<file path="config.mk">
export PLATFORM = sky130hd
export DESIGN_NAME = div_seq_unit
export DESIGN_NICKNAME = d
export VERILOG_FILES = /design/src/rtl/div_pkg.sv /design/src/rtl/div_step.sv /design/src/rtl/div_seq_unit.sv
export SDC_FILE = /design/constraint.sdc
export NUM_CORES = 1
export LEC_CHECK = 0
export BUFFER_PORTS_ARGS = -buffer_cell sky130_fd_sc_hd__buf_2
export CORE_ASPECT_RATIO = 0.7
export CORE_MARGIN = 5
export CORE_UTILIZATION = 54
export CTS_CLUSTER_DIAMETER = 60
export DETAILED_ROUTE_END_ITERATION = 8
export PLACE_DENSITY = 0.81
export SLEW_MARGIN = 20
export SYNTH_ARGS = -nofsm -noshare
export SYNTH_HDL_FRONTEND = slang
export SYNTH_SLANG_ARGS = --single-unit
</file>
<file path="constraint.sdc">
create_clock -name clock -period 5.16 [get_ports clock]
set_clock_uncertainty 0.15 [all_clocks]
set_input_delay 0 -clock clock [delete_from_list [all_inputs] [get_ports clock]]
set_output_delay 0 -clock clock [all_outputs]
set_load 0.005 [all_outputs]
</file>
<file path="src/rtl/div_pkg.sv">
// Shared types and constants for the sequential divider.
package div_pkg;

   typedef enum logic [1:0] {
      IDLE = 2'd0,
      RUN  = 2'd1,
      FIX  = 2'd2
   } div_state_t;

   localparam int DIV_WIDTH_DEFAULT = 32;

   // Step-counter width for a given operand width; never narrower than one bit.
   function automatic int div_cnt_width(input int width);
      return (width > 1) ? $clog2(width) : 1;
   endfunction

endpackage

</file>
<file path="src/rtl/div_step.sv">
// One restoring-division iteration: shift the next dividend bit into the
// partial remainder and subtract the divisor if it fits.
module div_step
   import div_pkg::*;
#(
   parameter int WIDTH = DIV_WIDTH_DEFAULT
) (
   input  logic [WIDTH-1:0] rem,
   input  logic [WIDTH-1:0] q,
   input  logic [WIDTH-1:0] divisor_abs,
   output logic [WIDTH-1:0] rem_next,
   output logic [WIDTH-1:0] q_next
);

   logic [WIDTH:0] shifted;
   logic [WIDTH:0] diff;

   // rem < divisor_abs always holds, so the MSB of the (WIDTH+1)-bit
   // difference is a reliable borrow flag.
   always_comb begin
      shifted = {rem, q[WIDTH-1]};
      diff    = shifted - {1'b0, divisor_abs};
      if (diff[WIDTH]) begin
         rem_next = shifted[WIDTH-1:0];
         q_next   = {q[WIDTH-2:0], 1'b0};
      end else begin
         rem_next = diff[WIDTH-1:0];
         q_next   = {q[WIDTH-2:0], 1'b1};
      end
   end

endmodule

</file>
<file path="src/rtl/div_seq_unit.sv">
// Multi-cycle signed divider (MIPS DIV): lo = quotient, hi = remainder.
// Define DIV_DIVU_EN to add the is_unsigned input for DIVU support.
module div_seq_unit
   import div_pkg::*;
#(
   parameter int WIDTH = DIV_WIDTH_DEFAULT
) (
   input  logic             clock,
   input  logic             reset,
   input  logic             start,
   input  logic [WIDTH-1:0] dividend,
   input  logic [WIDTH-1:0] divisor,
`ifdef DIV_DIVU_EN
   input  logic             is_unsigned,
`endif
   output logic             busy,
   output logic             done,
   output logic             div_zero,
   output logic [WIDTH-1:0] hi,
   output logic [WIDTH-1:0] lo
);

   localparam int CNT_W = div_cnt_width(WIDTH);

   div_state_t       state_q, state_d;
   logic [CNT_W-1:0] cnt_q, cnt_d;
   logic [WIDTH-1:0] rem_q, rem_d;
   logic [WIDTH-1:0] quo_q, quo_d;
   logic [WIDTH-1:0] dvs_q, dvs_d;
   logic             neg_quo_q, neg_quo_d;
   logic             neg_rem_q, neg_rem_d;
   logic             busy_q, busy_d;
   logic             done_q, done_d;
   logic             dz_q, dz_d;
   logic [WIDTH-1:0] hi_q, hi_d;
   logic [WIDTH-1:0] lo_q, lo_d;

   logic [WIDTH-1:0] step_rem;
   logic [WIDTH-1:0] step_quo;
   logic             signed_op;
   logic             dividend_neg;
   logic             divisor_neg;

`ifdef DIV_DIVU_EN
   assign signed_op = ~is_unsigned;
`else
   assign signed_op = 1'b1;
`endif

   assign dividend_neg = signed_op & dividend[WIDTH-1];
   assign divisor_neg  = signed_op & divisor[WIDTH-1];

   // quo_q starts as |dividend| and is shifted out MSB-first while the
   // quotient bits are shifted in at the bottom.
   div_step #(.WIDTH(WIDTH)) u_step (
      .rem         (rem_q),
      .q           (quo_q),
      .divisor_abs (dvs_q),
      .rem_next    (step_rem),
      .q_next      (step_quo)
   );

   always_comb begin
      state_d   = state_q;
      cnt_d     = cnt_q;
      rem_d     = rem_q;
      quo_d     = quo_q;
      dvs_d     = dvs_q;
      neg_quo_d = neg_quo_q;
      neg_rem_d = neg_rem_q;
      busy_d    = busy_q;
      done_d    = 1'b0;
      dz_d      = 1'b0;
      hi_d      = hi_q;
      lo_d      = lo_q;

      unique case (state_q)
         IDLE: begin
            if (start) begin
               if (divisor == '0) begin
                  done_d = 1'b1;
                  dz_d   = 1'b1;
               end else begin
                  state_d   = RUN;
                  busy_d    = 1'b1;
                  cnt_d     = CNT_W'(WIDTH - 1);
                  rem_d     = '0;
                  quo_d     = dividend_neg ? -dividend : dividend;
                  dvs_d     = divisor_neg  ? -divisor  : divisor;
                  neg_quo_d = dividend_neg ^ divisor_neg;
                  neg_rem_d = dividend_neg;
               end
            end
         end
         RUN: begin
            rem_d = step_rem;
            quo_d = step_quo;
            if (cnt_q == '0) begin
               state_d = FIX;
            end else begin
               cnt_d = cnt_q - CNT_W'(1);
            end
         end
         FIX: begin
            // Truncation toward zero: remainder takes the dividend's sign.
            lo_d    = neg_quo_q ? -quo_q : quo_q;
            hi_d    = neg_rem_q ? -rem_q : rem_q;
            done_d  = 1'b1;
            busy_d  = 1'b0;
            state_d = IDLE;
         end
         default: begin
            state_d = IDLE;
            busy_d  = 1'b0;
         end
      endcase
   end

   always_ff @(posedge clock or posedge reset) begin
      if (reset) begin
         state_q   <= IDLE;
         cnt_q     <= '0;
         rem_q     <= '0;
         quo_q     <= '0;
         dvs_q     <= '0;
         neg_quo_q <= 1'b0;
         neg_rem_q <= 1'b0;
         busy_q    <= 1'b0;
         done_q    <= 1'b0;
         dz_q      <= 1'b0;
         hi_q      <= '0;
         lo_q      <= '0;
      end else begin
         state_q   <= state_d;
         cnt_q     <= cnt_d;
         rem_q     <= rem_d;
         quo_q     <= quo_d;
         dvs_q     <= dvs_d;
         neg_quo_q <= neg_quo_d;
         neg_rem_q <= neg_rem_d;
         busy_q    <= busy_d;
         done_q    <= done_d;
         dz_q      <= dz_d;
         hi_q      <= hi_d;
         lo_q      <= lo_d;
      end
   end

   assign busy     = busy_q;
   assign done     = done_q;
   assign div_zero = dz_q;
   assign hi       = hi_q;
   assign lo       = lo_q;

endmodule
</file>
**Word-level counts from Yosys, hierarchy flattened**

Index checks and enable logic that the tools add are counted.

- Register bits after elaboration: 172
- Output and inout bits: 67

- $add $sub $neg: 6
- Equality and inequality tests: 6
- Mux-type cells: 27
- Bitwise operators: 3
- Reductions and logical operators: 9

Operator list:

| cell | number |
|---|---|
| 2-to-1 mux 32 bit | 9 |
| negation 32 bit | 4 |
| one-hot mux 32 bit (2 select lines) | 2 |
| subtractor 33 x 32 -> 33 bit | 1 |
| zero test 32 bit | 1 |
| 2-to-1 mux 5 bit | 3 |
| AND reduction 3 bit | 4 |
| one-hot mux 5 bit (2 select lines) | 1 |
| inequality test 2 bit (second input constant) | 4 |
| 2-to-1 mux 1 bit | 6 |
| 2-to-1 mux 2 bit | 3 |
| zero test 5 bit | 1 |
| subtractor 5 x 1 -> 5 bit (second input constant) | 1 |
| one-hot mux 1 bit (2 select lines) | 2 |
| one-hot mux 2 bit (2 select lines) | 1 |
| AND reduction 4 bit | 1 |
| equality test 2 x 1 -> 1 bit (second input constant) | 1 |
| equality test 2 bit (second input constant) | 1 |
| zero test 2 bit | 1 |
| NOT 1 bit | 2 |
| nonzero test 2 bit | 1 |
| bitwise XOR 1 bit | 1 |

**Logic depth before layout (Yosys ltp)**

- Word-level depth: 5
- Depth in mapped cells: 13
- Mapped depth without buffers: 12

**Hierarchy**

From an unflattened synthesis, not the netlist that was laid out.

- Cells, all modules: 1366
- Area total of the unflattened synthesis: 12079.1 µm²

By module, submodules not included:

| module | instances | cells an instance | area each (µm²) | seq. area each (µm²) |
|---|---|---|---|---|
| div_seq_unit | 1 | 1030 | 9487.8 | 4304.1 |
| div_step | 1 | 336 | 2591.2 | 0.0 |

**Worst setup path before layout**

Ideal clock, no wire load.

- Path kind: register to register
- Start point: reg quo_q[31]
- End point: reg rem_q[19]
- Setup time: 132 ps
- Arrival time: 3220 ps
- Required time: 4878 ps
- Slack: 1658 ps
- Stages on the path, launching flop included: 14
- Period minus slack after synthesis: 3502 ps
- Path through: dfrtp_1 > inv_1 > ha_1 > fa_1 > nor2b_1 > o31a_1 > o2bb2ai_1 > o31a_1 > or3_4 > a221oi_4 > xor2_4 > buf_12 > mux2i_1 > o21ai_1

- Word-level cells in the longest chain between the ends: 3

Ends and longest elaborated chain:

| element | RTL line | source |
|---|---|---|
| from (decl) | div_seq_unit.sv:28 | `logic [WIDTH-1:0] quo_q, quo_d;` |
| from (signal assigned) | div_seq_unit.sv:137 | `quo_q <= quo_d;` |
| subtractor 33 x 32 -> 33 bit | div_step.sv:22 | `diff = shifted - {1'b0, divisor_abs};` |
| 2-to-1 mux 32 bit | div_step.sv:23 | `if (diff[WIDTH]) begin` |
| one-hot mux 32 bit (2 select lines) | div_seq_unit.sv:77 | `unique case (state_q)` |
| to (signal assigned) | div_seq_unit.sv:136 | `rem_q <= rem_d;` |
| to (decl) | div_seq_unit.sv:27 | `logic [WIDTH-1:0] rem_q, rem_d;` |

No other way between the ends.
A chain may end at the register's enable or synchronous reset.

**Worst setup path in the final report**

- Start point: reg quo_q[31]
- End point: reg rem_q[26]

Same word-level chain as after synthesis.

==> metrics.txt <==
outcome=finished, final reports clean; Iter 0 DRT Violations=832; drt drc=0; Hold WS=0.0623 ns; FP Rows=43; HPWL Detailed=20300 um; Reg2Reg Setup Slack=0.97 ns; FF+latch area=0.00430 sq mm; RSZ-0062 raised after global routing=no; Yosys cell types=63; first-pass GRT wire length=48900 um; core area=0.0200 sq mm; htree depth=4; vias per inst=5.79; GR Overflow Total=0; crit path capture type=flop; GRT Total Usage=25.4%; Yosys top cell by area=dfrtp_1; PwrDens=658 mW/mm^2; Async SR Flop Fraction=100%; WL final=29700 um; largest net degree at the start of global routing=96; I/O pin total=134; Worst-Skew Late Latency=0.44 ns; Hold Crit Class=in -> reg; post-synthesis register bit count=172; launch point of the worst hold path=dividend[31]; Synth top area share=38.8%; synth top area cells=dfrtp_1, nand2_1, o21ai_0; clock root buffer=clkbuf_16; Tcrit/Tclk final=81.3%; fin crit period=4.19 ns; Layout Cells excl Fill=1768; CTS Buf Count=17; most common cell after layout, fill and taps aside=nand2_1; initial antenna violation count=0; total power draw=8.82 mW; mapped cell area=0.0111 sq mm; Max FO, Critical Path=22; Via Count=10200; DP Area=0.0119 sq mm; most frequent cells in the layout=nand2_1, dfrtp_1, o21ai_0, buf_2, dlygate4sd3_1; Post-Syn Instances=1297; Slew headroom=33.3%; Port Buffers=133; RePlAce Congestion=0.939; CTS sink count=172; CP Launch Type=flop; Final setup viols=0; die area=0.0236 sq mm; Arr. time, crit path=4.33 ns; Max VDD drop=0.401 mV; reg2reg path depth=13; dpl ws=1.04 ns; Final nets=1591; fraction of layout cells with a size suffix above 1=12.7%; final slew viol count=0; Filler Cell Count=1589; number of synthesized flops with an enable pin=0; Die Wd=181 um; multi-input logic area=0.00633 sq mm; Setup CP Type=reg -> reg; setup ws final=0.967 ns; CP Data Required Time=5.29 ns; post_cts resized=0; synth-to-layout area growth=20.7%; Final Instance Area=0.0134 sq mm; initial core utilization=55.4%; Pleak=5.96 nW; vias in the first global route=9556; clock slew at reported path FFs=0.07 ns; Slew @ Worst Pin=1.00 ns; DP Cell Count=1643; worst hold path depth=3; Post-CTS Setup Repair Bufs=0; DRT Pass-1 Iters=5; post-synthesis area per instance=8.56 sq um; Seq/Total Area, Yosys=38.8%; end of the worst hold path=neg_quo_q; Post-Route Setup TNS=0 ns; CTS tree=done; diode count=0; ys flop type=dfrtp_1; fin util=66.9%; R2R Path End=rem_q[26]; Die Ht=130 um; worst r2r src=quo_q[31]; yosys warns=0; Max Cap Viol=0; Post-CTS Hold Buffers=93; antenna-violating nets left=0; DR WL/cell=16.8 um; fmax=0.238 GHz; net count after synthesis=1403; Final Hold Viols=0; worst-case clock buffer depth=2
-- worst max-delay path by stage --
stage | cells past startpoint | end | slack [ns] | start
detailed placement | 13 | rem_q[26] | 1.04 | quo_q[31]
finish | 13 | rem_q[26] | 0.97 | quo_q[31]
global placement | 13 | rem_q[14] | 1.17 | quo_q[31]
CTS | 13 | rem_q[26] | 1.0 | quo_q[31]
floorplan | 1 | busy | 0.35 | reset
global route | 13 | rem_q[26] | 0.75 | quo_q[31]
-- registers in the layout, summed over array words and instances, names as in the netlist --
register   flops
cnt_q          5
neg_quo_q      1
neg_rem_q      1
hi            32
busy           1
done           1
dvs_q         32
quo_q         32
div_zero       1
rem_q         32
lo            32
state_q        2
-- logic make-up after synthesis --
family / share of synthesized area [%]
AO/OA/AOI/OAI: 21.2
adder cells (fa/ha/maj): 4.47
AND/OR/NAND/NOR: 15.9
buffers and inverters: 4.35
XOR/XNOR: 12.1
multiplexers: 3.17
flip-flops: 38.8
-- synth_stat cells (all sizes together), types with 6 or more instances --
cell type and count:
inv 48, or3 14, or2 6, nor2b 14
or4 21, buf 16, nor4 10, xnor2 61
o22ai 16, nand3 14, a21oi 63, nor3 11
xor2 90, nor2 59, o31ai 30, mux2i 34
nand2 212, a31oi 9, dfrtp 172, a21o 8
o21ai 211, ha 38, clkbuf 49, o41ai 20
nand2b 14
-- where the power goes --
part | switching [mW] | internal [mW]
registers | 0.600 | 1.87
logic | 2.90 | 2.24
clock network | 0.574 | 0.641
-- per-layer routing --
metal,track usage (%),part of all wire [%],wire length [um],vias up
met5,0,0,0,-
met2,37.8,43,12700,373
met4,8.16,2.0,591,0
met1,38.1,48,14400,4848
li1,-,-,-,4962
met3,4.15,6.6,1960,50
-- critical path: stages, from the launching register on --
cell and delay, ns:
dfrtp_1 0.38, inv_1 0.07, ha_1 0.23, fa_1 0.42
nor2b_1 0.20, o31a_1 0.26, o2bb2ai_1 0.08, o31a_1 0.30
or3_4 0.43, a221oi_4 0.36, xor2_4 0.56, buf_12 0.28
mux2i_1 0.24, o21ai_1 0.08
-- area by class of cell --
cell class | instances | share of cell area (%)
Clock buffer | 19 | 3.31
Clock inverter | 13 | 0.822
Inverter | 49 | 1.41
Multi-Input combinational cell | 1011 | 47.3
Sequential cell | 172 | 32.1
Tap cell | 270 | 2.52
Timing Repair Buffer | 234 | 12.6
Power figures use the tool's default switching activity.
